==> src/rtl/regfile_wb_scoreboard.sv <==
// Register-file writeback controller: per-register pending-write scoreboard with
// issue hazard stall, plus a round-robin arbiter for the single write port.
module regfile_wb_scoreboard #(
  parameter int AW = 5,
  parameter int DW = 32
) (
  input  logic          clk,
  input  logic          res,
  input  logic          issue_valid,
  input  logic [AW-1:0] issue_rs1,
  input  logic [AW-1:0] issue_rs2,
  input  logic          issue_use_rs1,
  input  logic          issue_use_rs2,
  input  logic [AW-1:0] issue_rd,
  input  logic          issue_rd_we,
  output logic          issue_stall,
  input  logic          alu_wb_valid,
  input  logic [AW-1:0] alu_wb_rd,
  input  logic [DW-1:0] alu_wb_data,
  output logic          alu_wb_ready,
  input  logic          mem_wb_valid,
  input  logic [AW-1:0] mem_wb_rd,
  input  logic [DW-1:0] mem_wb_data,
  output logic          mem_wb_ready,
  output logic          reg_write,
  output logic [AW-1:0] write_reg,
  output logic [DW-1:0] write_data,
  output logic          idle,
  output logic          err_spurious
);

  localparam int NR = 2 ** AW;

  typedef enum logic {
    SRC_ALU = 1'b0,
    SRC_MEM = 1'b1
  } src_t;

  src_t          rr_last;
  src_t          rr_next;
  logic [NR-1:0] busy;
  logic [NR-1:0] clr_vec;
  logic [NR-1:0] set_vec;
  logic [NR-1:0] eff_busy;
  logic          alu_grant;
  logic          mem_grant;
  logic          issue_accept;

  // On contention the source that did not win last time gets the port.
  always_comb begin
    alu_grant = 1'b0;
    mem_grant = 1'b0;
    rr_next   = rr_last;
    if (alu_wb_valid && mem_wb_valid) begin
      alu_grant = (rr_last == SRC_MEM);
      mem_grant = (rr_last == SRC_ALU);
    end else begin
      alu_grant = alu_wb_valid;
      mem_grant = mem_wb_valid;
    end
    if (alu_grant) begin
      rr_next = SRC_ALU;
    end else if (mem_grant) begin
      rr_next = SRC_MEM;
    end
  end

  assign alu_wb_ready = alu_grant;
  assign mem_wb_ready = mem_grant;
  assign reg_write    = alu_grant | mem_grant;

  always_comb begin
    write_reg  = '0;
    write_data = '0;
    if (alu_grant) begin
      write_reg  = alu_wb_rd;
      write_data = alu_wb_data;
    end else if (mem_grant) begin
      write_reg  = mem_wb_rd;
      write_data = mem_wb_data;
    end
  end

  // Register 0 is hardwired, so it never enters the scoreboard.
  genvar gi;
  generate
    for (gi = 0; gi < NR; gi++) begin : g_vec
      if (gi == 0) begin : g_zero
        assign clr_vec[gi] = 1'b0;
        assign set_vec[gi] = 1'b0;
      end else begin : g_reg
        assign clr_vec[gi] = reg_write && (write_reg == AW'(gi));
        assign set_vec[gi] = issue_accept && issue_rd_we && (issue_rd == AW'(gi));
      end
    end
  endgenerate

  // Clearing in the writeback cycle mirrors the register file's write-through.
  assign eff_busy = busy & ~clr_vec;

  assign issue_stall = issue_valid &&
                       ((issue_use_rs1 && eff_busy[issue_rs1]) ||
                        (issue_use_rs2 && eff_busy[issue_rs2]) ||
                        (issue_rd_we   && eff_busy[issue_rd]));
  assign issue_accept = issue_valid && !issue_stall;

  assign idle = (busy == '0);

  always_ff @(posedge clk or negedge res) begin
    if (!res) begin
      busy         <= '0;
      rr_last      <= SRC_MEM;
      err_spurious <= 1'b0;
    end else begin
      busy    <= eff_busy | set_vec;
      rr_last <= rr_next;
      if (reg_write && (write_reg != '0) && !busy[write_reg]) begin
        err_spurious <= 1'b1;
      end
    end
  end

endmodule

==> config.mk <==
export PLATFORM = sky130hd
export DESIGN_NAME = regfile_wb_scoreboard
export DESIGN_NICKNAME = d
export VERILOG_FILES = /design/src/rtl/regfile_wb_scoreboard.sv
export SDC_FILE = /design/constraint.sdc
export NUM_CORES = 1
export LEC_CHECK = 0
export BUFFER_PORTS_ARGS = -buffer_cell sky130_fd_sc_hd__buf_2
export CAP_MARGIN = 0
export CORE_MARGIN = 2
export CORE_UTILIZATION = 35
export CTS_CLUSTER_DIAMETER = 60
export DETAILED_ROUTE_END_ITERATION = 8
export PLACE_DENSITY = 0.7
export RECOVER_POWER = 50
export SLEW_MARGIN = 0
export SYNTH_ARGS = -nofsm -noshare
export SYNTH_HDL_FRONTEND = slang
export SYNTH_SLANG_ARGS = --single-unit
export TNS_END_PERCENT = 100
==> constraint.sdc <==
create_clock -name clk -period 4 [get_ports clk]
set_input_delay 0.2 -clock clk [delete_from_list [all_inputs] [get_ports clk]]
set_output_delay 0.2 -clock clk [all_outputs]
set_load 0.01 [all_outputs]
==> results.cfg <==
[setup_path]
ff2ff_path_depth = 12
path_cells = nand2b_2 -> a32oi_4 -> inv_2 -> nand3_2 -> o21ai_0 -> mux4_2 -> mux2i_1 -> o311ai_4 -> o211ai_4 -> buf_4 -> buf_4 -> o41ai_1
critPathKind = reg2reg
cp-startpoint = rr_last
cp-end-kind = flop
regToRegEndpoint = busy[18]
critPathMaxFanout = 14
slowest_delay_ns = 0.58
r2r-start = rr_last
r2r_slack_ns = 0.22
cpMaxStageDelayCell = dfstp_2
cp.arrival_ns = 3.95
start_kind = flop
crit_required_ns = 4.16
cpMostUsedCell = buf_4

[grt]
grt_max_degree = 34
antenna_found_initial = 1
grt_pass1_wl_um = 24300
track_usage = 0.283
grt_pass1_vias = 4304
overflow = 0

[pwr]
finalPower_mw = 1.56
power_density_nw_per_um2 = 342
power_leakage_nw = 1.93
ir_drop_v = 0.000181

[clocking]
insertion_delay_ns = 0.29
cts_hold_buf = 0
cts_sinks = 33
cts-buffers-inserted = 5
root_buffer = clkbuf_8
clkTransAtPathRegs_ns = 0.08
cts_buffer_depth = 2
cts_tree = yes
h-tree-depth = 2

[status]
violations = capacitance limit, slew limit
outcome = finished with violations

[sta]
rsz0062_at_grt = no
slew_headroom = -0.265
worst_slack_ns = 0.215
max_freq_mhz = 264
tightest_slew_ns = 1.90
setup-violations-final = 0
fin_crit_ns = 3.78
period_share = 0.946
hold_viol = 0
fin_worst_skew_ns = 0.00871
drv_slew = 68
setup_tns_ns = 0

[logic_synthesis]
ys_ff_latch = 33
synth_edf_count = 0
netlist_instances = 432
yosysTopAreaCell = dfrtp_1
synth_fp_nets = 529
synth_flop_cell = dfrtp_1
avgSynthCellArea_sq_um = 8.17
yosysUniqueCellTypes = 62
yosysSeqAreaShare = 0.234
synth_warnings = 0
synth_common_cells = nand2_1, a22o_1, dfrtp_1
yosys.area.top_type_share = 0.227
synth.top_cells.by_area = dfrtp_1, a22o_1, nand2_1, o211ai_1, mux2i_1
synthArstFlopShare = 1.00
syn_area_sq_um = 3530
synth_most_common_cell = nand2_1

[floorplanning]
ioPinCount = 140
initial_core_util = 0.361
die_h_um = 104
chipWidth_um = 104
die_area_sq_um = 10900
core_area_sq_um = 9770
rows = 36

[route]
drt_first_pass_iters = 5
post_drt_via_cell_ratio = 6.34
drc = 0
drtAntennaViolNets = 0
drt-initial-drc-count = 554
wl_um = 15800
vias = 4492
post_drt_wl_per_cell_um = 22.4

[place]
gp_congestion = 0.991
place_hpwl_um = 12500
io_buffer_count = 139
dp_slack_ns = 0.0461

[worst_hold_path]
holdPathEnd = rr_last
min_from = mem_wb_valid
whs_path_depth = 3
hold_path.class = in2reg

[finish]
drive_above_1_share = 0.345
syn_to_final_growth_pct = 28.8
fin_nets = 670

[flow_run]
drv_cap = 2
[worst max-delay path by stage]
stage	endpoint	slack, ns	cells past startpoint
2_1_floorplan	issue_stall	0.84	13
3_3_place_gp	busy[18]	0.24	10
3_5_place_dp	busy[18]	0.05	11
4_1_cts	issue_stall	0.1	11
5_1_grt	busy[18]	0.01	12
6_report	busy[18]	0.22	12
[cells by family after synthesis]
family / synth area share
AOI/OAI and AO/OA: 0.400
and+or+nand+nor: 0.237
buffers and inverters: 0.0631
DFF: 0.234
muxes: 0.0660
[layer usage]
layer | track usage | wire length, um | part of all wire
met4 | 0.113 | 595 | 0.038
met5 | 0 | 0 | 0
met2 | 0.469 | 7410 | 0.47
met3 | 0.0683 | 1900 | 0.12
met1 | 0.351 | 5920 | 0.37
[layout by cell type (no fill, tap or decap), types with 14 or more instances in the layout]
master / instances
buf_2: 126
nand2_1: 57
a22o_1: 32
dfrtp_1: 32
nor2_1: 26
buf_4: 25
o21ai_1: 23
o211ai_1: 17
o21ai_0: 16
clkbuf_1: 16
nand3_1: 14
[power by group]
part	total, mW	internal, mW	leakage, nW	switching (mW)
registers	0.485	0.397	0.429	0.0886
clock network	0.337	0.203	0.0585	0.133
logic	0.734	0.300	1.45	0.434
total	1.56	0.900	1.93	0.656
[worst max-delay path: cells and delay by family (launching register included)]
family,cells,cell delay [ns]
buf+inv,3,0.66
simple gates,2,0.49
mux,2,0.47
compound gates,5,1.46
flops,1,0.58
[timing repair]
| item | CTS | global route |
|---|---|---|
| buffers inserted | 0 | 2 |
| hold endpoints to repair | 0 | 0 |
| pin swaps | 0 | 1 |
| setup endpoints to repair | 1 | 2 |
| gates resized for setup | 3 | 0 |
[final cells by class]
type                       count  area (sq um)
antenna                        1          2.50
clock buffer                   7          86.3
clock inverter                 1          30.0
fill                         963          5230
inverter                      17          63.8
multi-input combinational    350          2490
sequential                    33           827
tap                          133           166
timing repair buffer         166           875
[registers in the layout, summed over array words and instances, names as in the netlist]
name,count
busy,31
rr_last,1
err_spurious,1
[stage by stage]
step                instances  hold slack (ns)   util  instance area [sq um]
floorplan                 432          -0.0956      -                   3530
detailed placement        697            0.328  0.452                   4420
global placement          697            0.316  0.452                   4420
global route              708            0.187  0.465                   4540
finish                    708            0.178  0.465                   4540
CTS                       705           0.0112  0.466                   4550
Power figures use the tool's default switching activity.
